<file path="src/rtl/axil_slave_bridge.sv">
// rtl/axil_slave_bridge.sv - AXI-Lite slave front end feeding an in-order backend request FIFO
module axil_slave_bridge #(
  parameter int ADDR_WIDTH = 15,
  parameter int DATA_WIDTH = 32,
  parameter int REQ_DEPTH  = 4
) (
  input  logic                    axi_aclk,
  input  logic                    axi_aresetn,
  input  logic                    axi_awvalid,
  output logic                    axi_awready,
  input  logic [ADDR_WIDTH-1:0]   axi_awaddr,
  input  logic                    axi_wvalid,
  output logic                    axi_wready,
  input  logic [DATA_WIDTH-1:0]   axi_wdata,
  input  logic [DATA_WIDTH/8-1:0] axi_wstrb,
  input  logic                    axi_arvalid,
  output logic                    axi_arready,
  input  logic [ADDR_WIDTH-1:0]   axi_araddr,
  output logic                    axi_rvalid,
  input  logic                    axi_rready,
  output logic [DATA_WIDTH-1:0]   axi_rdata,
  output logic                    req_vld,
  input  logic                    req_rdy,
  output logic                    req_typ,
  output logic [ADDR_WIDTH-1:0]   req_addr,
  output logic [DATA_WIDTH-1:0]   req_data,
  output logic [DATA_WIDTH/8-1:0] req_strb,
  input  logic                    rsp_vld,
  input  logic [DATA_WIDTH-1:0]   rsp_data,
  output logic [4:0]              req_count
);

  localparam int STRB_WIDTH = DATA_WIDTH / 8;
  localparam int PTR_WIDTH  = (REQ_DEPTH > 1) ? $clog2(REQ_DEPTH) : 1;
  localparam logic [PTR_WIDTH-1:0] PTR_LAST  = PTR_WIDTH'(REQ_DEPTH - 1);
  localparam logic [PTR_WIDTH-1:0] PTR_ONE   = PTR_WIDTH'(1);
  localparam logic [4:0]           DEPTH_CNT = 5'(REQ_DEPTH);

  typedef enum logic {
    WR_WAIT_ADDR = 1'b0,
    WR_WAIT_DATA = 1'b1
  } wr_state_e;

  typedef enum logic [1:0] {
    RD_WAIT_ADDR  = 2'd0,
    RD_WAIT_RSP   = 2'd1,
    RD_DRIVE_DATA = 2'd2
  } rd_state_e;

  typedef struct packed {
    logic                  typ;
    logic [ADDR_WIDTH-1:0] addr;
    logic [DATA_WIDTH-1:0] data;
    logic [STRB_WIDTH-1:0] strb;
  } req_entry_t;

  wr_state_e             wr_state_q, wr_state_d;
  rd_state_e             rd_state_q, rd_state_d;
  logic [ADDR_WIDTH-1:0] awaddr_q, awaddr_d;
  logic [DATA_WIDTH-1:0] rdata_q, rdata_d;
  logic [PTR_WIDTH-1:0]  wr_ptr_q, wr_ptr_d;
  logic [PTR_WIDTH-1:0]  rd_ptr_q, rd_ptr_d;
  logic [4:0]            count_q, count_d;
  req_entry_t            fifo_q [REQ_DEPTH];

  logic       full;
  logic       empty;
  logic       wr_push;
  logic       rd_push;
  logic       push;
  logic       pop;
  req_entry_t push_entry;
  req_entry_t head;

  assign full  = (count_q == DEPTH_CNT);
  assign empty = (count_q == 5'd0);

  // Ready signals are gated by reset so nothing is advertised while the bridge is held in reset;
  // a write push owns the FIFO port in any cycle where it may complete.
  assign axi_awready = axi_aresetn && (wr_state_q == WR_WAIT_ADDR);
  assign axi_wready  = (wr_state_q == WR_WAIT_DATA) && !full;
  assign axi_arready = axi_aresetn && (rd_state_q == RD_WAIT_ADDR) && !full &&
                       !((wr_state_q == WR_WAIT_DATA) && axi_wvalid);
  assign axi_rvalid  = (rd_state_q == RD_DRIVE_DATA);
  assign axi_rdata   = rdata_q;

  assign wr_push = axi_wvalid && axi_wready;
  assign rd_push = axi_arvalid && axi_arready;
  assign push    = wr_push || rd_push;
  assign pop     = req_vld && req_rdy;

  assign req_count = count_q;
  assign head      = fifo_q[rd_ptr_q];

  // Select the entry being queued this cycle; reads carry zero data and strobes.
  always_comb begin
    push_entry = '0;
    if (wr_push) begin
      push_entry.typ  = 1'b0;
      push_entry.addr = awaddr_q;
      push_entry.data = axi_wdata;
      push_entry.strb = axi_wstrb;
    end else begin
      push_entry.typ  = 1'b1;
      push_entry.addr = axi_araddr;
    end
  end

  // Present the FIFO head to the backend, forced to zero when nothing is queued.
  always_comb begin
    req_vld  = 1'b0;
    req_typ  = 1'b0;
    req_addr = '0;
    req_data = '0;
    req_strb = '0;
    if (!empty) begin
      req_vld  = 1'b1;
      req_typ  = head.typ;
      req_addr = head.addr;
      req_data = head.data;
      req_strb = head.strb;
    end
  end

  // Write channel next state: latch AW, then wait for the W beat that queues the request.
  always_comb begin
    wr_state_d = wr_state_q;
    awaddr_d   = awaddr_q;
    case (wr_state_q)
      WR_WAIT_ADDR: begin
        if (axi_awvalid && axi_awready) begin
          wr_state_d = WR_WAIT_DATA;
          awaddr_d   = axi_awaddr;
        end
      end
      WR_WAIT_DATA: begin
        if (wr_push) begin
          wr_state_d = WR_WAIT_ADDR;
        end
      end
      default: wr_state_d = WR_WAIT_ADDR;
    endcase
  end

  // Read channel next state: one outstanding read, response captured and held until R handshake.
  always_comb begin
    rd_state_d = rd_state_q;
    rdata_d    = rdata_q;
    case (rd_state_q)
      RD_WAIT_ADDR: begin
        if (rd_push) begin
          rd_state_d = RD_WAIT_RSP;
        end
      end
      RD_WAIT_RSP: begin
        if (rsp_vld) begin
          rd_state_d = RD_DRIVE_DATA;
          rdata_d    = rsp_data;
        end
      end
      RD_DRIVE_DATA: begin
        if (axi_rready) begin
          rd_state_d = RD_WAIT_ADDR;
          rdata_d    = '0;
        end
      end
      default: begin
        rd_state_d = RD_WAIT_ADDR;
        rdata_d    = '0;
      end
    endcase
  end

  // FIFO pointer and occupancy bookkeeping; pointers wrap explicitly at the last slot.
  always_comb begin
    wr_ptr_d = wr_ptr_q;
    rd_ptr_d = rd_ptr_q;
    count_d  = count_q;
    if (push) begin
      wr_ptr_d = (wr_ptr_q == PTR_LAST) ? '0 : wr_ptr_q + PTR_ONE;
    end
    if (pop) begin
      rd_ptr_d = (rd_ptr_q == PTR_LAST) ? '0 : rd_ptr_q + PTR_ONE;
    end
    case ({push, pop})
      2'b10:   count_d = count_q + 5'd1;
      2'b01:   count_d = count_q - 5'd1;
      default: count_d = count_q;
    endcase
  end

  // State registers; reset aborts any transaction and discards every queued request.
  always_ff @(posedge axi_aclk or negedge axi_aresetn) begin
    if (!axi_aresetn) begin
      wr_state_q <= WR_WAIT_ADDR;
      rd_state_q <= RD_WAIT_ADDR;
      awaddr_q   <= '0;
      rdata_q    <= '0;
      wr_ptr_q   <= '0;
      rd_ptr_q   <= '0;
      count_q    <= '0;
    end else begin
      wr_state_q <= wr_state_d;
      rd_state_q <= rd_state_d;
      awaddr_q   <= awaddr_d;
      rdata_q    <= rdata_d;
      wr_ptr_q   <= wr_ptr_d;
      rd_ptr_q   <= rd_ptr_d;
      count_q    <= count_d;
    end
  end

  // FIFO storage needs no reset: stale slots are never visible because outputs are gated by count.
  always_ff @(posedge axi_aclk) begin
    if (push) begin
      fifo_q[wr_ptr_q] <= push_entry;
    end
  end

endmodule

</file>
<file path="config.mk">
export PLATFORM = sky130hd
export DESIGN_NAME = axil_slave_bridge
export DESIGN_NICKNAME = d
export VERILOG_FILES = /design/src/rtl/axil_slave_bridge.sv
export SDC_FILE = /design/constraint.sdc
export NUM_CORES = 1
export LEC_CHECK = 0
export BUFFER_PORTS_ARGS = -buffer_cell sky130_fd_sc_hd__buf_2
export CORE_MARGIN = 4
export CORE_UTILIZATION = 60
export CTS_CLUSTER_DIAMETER = 50
export DETAILED_ROUTE_END_ITERATION = 12
export HOLD_SLACK_MARGIN = 0.03
export PLACE_DENSITY = 0.93
export SETUP_SLACK_MARGIN = 0.4
export SLEW_MARGIN = 20
export SYNTH_ARGS = -nofsm -noshare
export SYNTH_HDL_FRONTEND = slang
export SYNTH_SLANG_ARGS = --single-unit
</file>
<file path="constraint.sdc">
create_clock -name axi_aclk -period 6.82 [get_ports axi_aclk]
set_input_delay 1.023 -clock axi_aclk [delete_from_list [all_inputs] [get_ports axi_aclk]]
set_output_delay 1.023 -clock axi_aclk [all_outputs]
set_load 0.05 [all_outputs]
</file>
==> run metrics <==
status finished, final reports clean; Post-Synth Adder-Cell Area 1.046%; Yosys Warn Count 0; Rows 48; layout cells sized above 1 41.07%; routability cong. 0.8535; Post CTS Setup Buffer Count 0; Reg-to-Reg Start req_count[3]; Post-Syn Area 10770 sq um; DP Cell Count 973; Clk pin slew, worst setup/hold paths approximately 0.060 ns; initial antenna violation count 0; Die Area 20160 sq um; Sink Count about 270; largest net degree at the start of global routing just over 60; sw power 2.576 mW; PD cells 495.5 nW/um^2; synthesized flop and latch total 267; Sw Ratio 40.30%; Synth Area in Simple Gates 7.063%; Setup crit end kind register; io pins 200; HP Class register to register; antenna viol nets, final 0; maxcap violations 0; startpoint class of the critical path input port; Sequential Power Share 36.4%; WL/cell about 22 um; Setup Crit Path Kind input port to register; overflow left after global routing 0; CTS Buffer Depth 3; share of synthesized area spent on multiplexers 14.53%; Clock Skew 0.009707 ns; Yosys cell types 35; initial core utilization 61.84%; min-delay src awaddr_q[11]; Cell Count, Final, Fillers Out around 1000; nets 894; Reg area 7727 sq um; xor and xnor area share after synthesis less than 1%; Seq/Total Area, Yosys between 70% and 80%; height of the die ~140 um; Final HPWL DP 14.17 mm; RSZ-0062 raised after global routing false; core region area 17420 sq um; Final setup viols 0; crit path DAT approximately 4.3 ns; top achievable clock speed 0.2621 GHz; P_int 3.817 mW; die width 142.0 um; Peak supply drop 0.3524 mV; Tcrit/Tclk final 55.94%; max-slew violation count 0; CTS tree done; Clock Tree Root clkbuf_16; Hold Vio Cnt, Final 0; Slew @ Worst Pin approximately 0.94 ns; Comb pwr share 40.9%; area taken by multi-input logic gates 2900 sq um; Routed WL 22.58 mm; Worst-Skew Late Latency around 0.52 ns; Slew headroom 37.05%; setup total negative slack 0 ns; Crit Path Max Fanout 61; P&R area growth vs syn 19.81%; drc violations 0; fill cell count 1025; Min Clock Period, post-route around 3.8 ns; Clock power frac 22.7%; H-Tree Depth 1; gr usage total 22.82%; Post-Syn Area per Cell 18.73 sq um; CTS Hold Bufs 0; critical path required time 7.25 ns; Mapped Nets 690; first-pass GRT wire length 35.61 mm; vias in the first global route 6501; ant diodes 0; input/output buffers about 200; # resized after CTS 0; leakage power 5.046 nW; crit path launch axi_aresetn; DR pass1 iterations 5; largest family of logic cells by synthesized area multiplexers; Num CTS Buffers 28; DR vias 5928; fraction of the mapped netlist area in compound gates approximately 3.6%; vias per cell 5.778; Mapped Cells 575; Initial DRC Count between 300 and 400
[cells by family after synthesis]
kind of cell    count (synthesis)
xor+xnor                        5
fa+ha+maj                       9
buf+inv                        39
simple gates                  120
mux                            87
compound gates                 48
flops                         267
[worst paths after layout]
check / end / slack, ns / cells after the start
worst min register to register: awaddr_q[11] / 0.50 / 1
max in group asynchronous: rd_ptr_q[0] / 5.60 / 2
worst max register to register: req_count[4] / 3.07 / 10
worst min-delay path: awaddr_q[11] / 0.50 / 1
min in group asynchronous: axi_rdata[28] / 0.66 / 2
worst max-delay path: req_count[4] / 3.01 / 13
[sequential cells by signal, indices dropped and copies added (netlist names)]
register and count:
wr_ptr_q 2, fifo_q 208, req_count 5, rd_ptr_q 2, rd_state_q 2, axi_rdata 32, wr_state_q 1, awaddr_q 15
[stage by stage]
stage / hold WS [ns] / instance area (sq um) / setup WS [ns] / util, % / power (mW)
after floorplan: 0.4737 / 10770 / 3.575 / - / 4.340
after detailed placement: 0.4860 / 11970 / 2.472 / 68.74 / 4.967
after global placement: 0.4827 / 11970 / 2.719 / 68.74 / 4.879
after CTS: 0.5055 / 12870 / 2.984 / 73.88 / 6.441
after global routing: 0.5238 / 12900 / 2.628 / 74.09 / 6.690
final: 0.5009 / 12900 / 3.005 / 74.09 / 6.393
[synthesized netlist by cell type]
cell	n	area, sq um
edfxtp_1	208	6246
and2_1	93	581.8
dfrtp_1	59	1476
mux4_2	52	1171
a22o_1	33	289.0
clkbuf_1	22	82.58
mux2_2	18	202.7
mux2_1	17	191.4
ha_1	9	112.6
buf_2	6	30.03
inv_1	6	22.52
buf_4	5	37.54
nand2_1	5	18.77
nor2_1	5	18.77
a21o_1	3	22.52
a21oi_1	3	15.01
nor2b_1	3	18.77
nor3b_1	3	22.52
xor2_1	3	26.28
a31oi_1	2	12.51
and3_1	2	12.51
and3b_1	2	17.52
nand2b_1	2	12.51
o21ai_0	2	10.01
xnor2_1	2	17.52
a21boi_2	1	11.26
a21oi_2	1	8.760
a311oi_1	1	8.760
and2_4	1	8.760
nand2b_2	1	8.760
nor4_4	1	21.27
nor4b_1	1	8.760
o21ai_1	1	5.000
o311a_1	1	10.01
or4b_1	1	10.01
[metal layers]
metal	vias to the layer above	track usage, %	wire length [um]	share of wire [%]
met3	30	5.074	1910	8.5
li1	2640	-	-	-
met5	-	0	0	0
met1	2982	29.76	8595	38
met4	0	5.202	386	1.7
met2	276	39.80	11690	52
[critical path: stages]
cell,delay (ns)
buf_2,0.08
buf_4,0.59
nor3b_1,0.30
nand2_1,0.10
a21boi_2,0.27
inv_1,0.12
ha_1,0.35
xor2_1,0.20
ha_1,0.22
o21ai_0,0.13
or4b_1,0.51
o311a_1,0.15
xnor2_1,0.19
[area by class of cell]
class | instances | area share, %
Clock buffer | 39 | 5.992
Clock inverter | 13 | 0.9503
Inverter | 6 | 0.1745
Multi-Input combinational cell | 269 | 22.48
Sequential cell | 267 | 59.89
Tap cell | 225 | 2.182
Timing Repair Buffer | 207 | 8.339
[cells in the final DEF (no fill, tap or decap), drive strengths merged, types with 5 or more instances in the layout]
cell type and n:
dfrtp 59, nor2 5, mux4 52, inv 9
ha 9, nand2 5, and2 94, edfxtp 208
a22o 33, mux2 35, buf 207, clkbuf 39
clkinv 8
[power groups by stage]
stage | combinational (mW) | clock, mW | sequential [mW]
2_1_floorplan | 1.75 | 0 | 2.59
3_3_place_gp | 2.49 | 0 | 2.39
3_5_place_dp | 2.55 | 0 | 2.41
4_1_cts | 2.56 | 1.48 | 2.40
5_1_grt | 2.76 | 1.57 | 2.37
6_report | 2.61 | 1.45 | 2.33
Power figures use the tool's default switching activity.
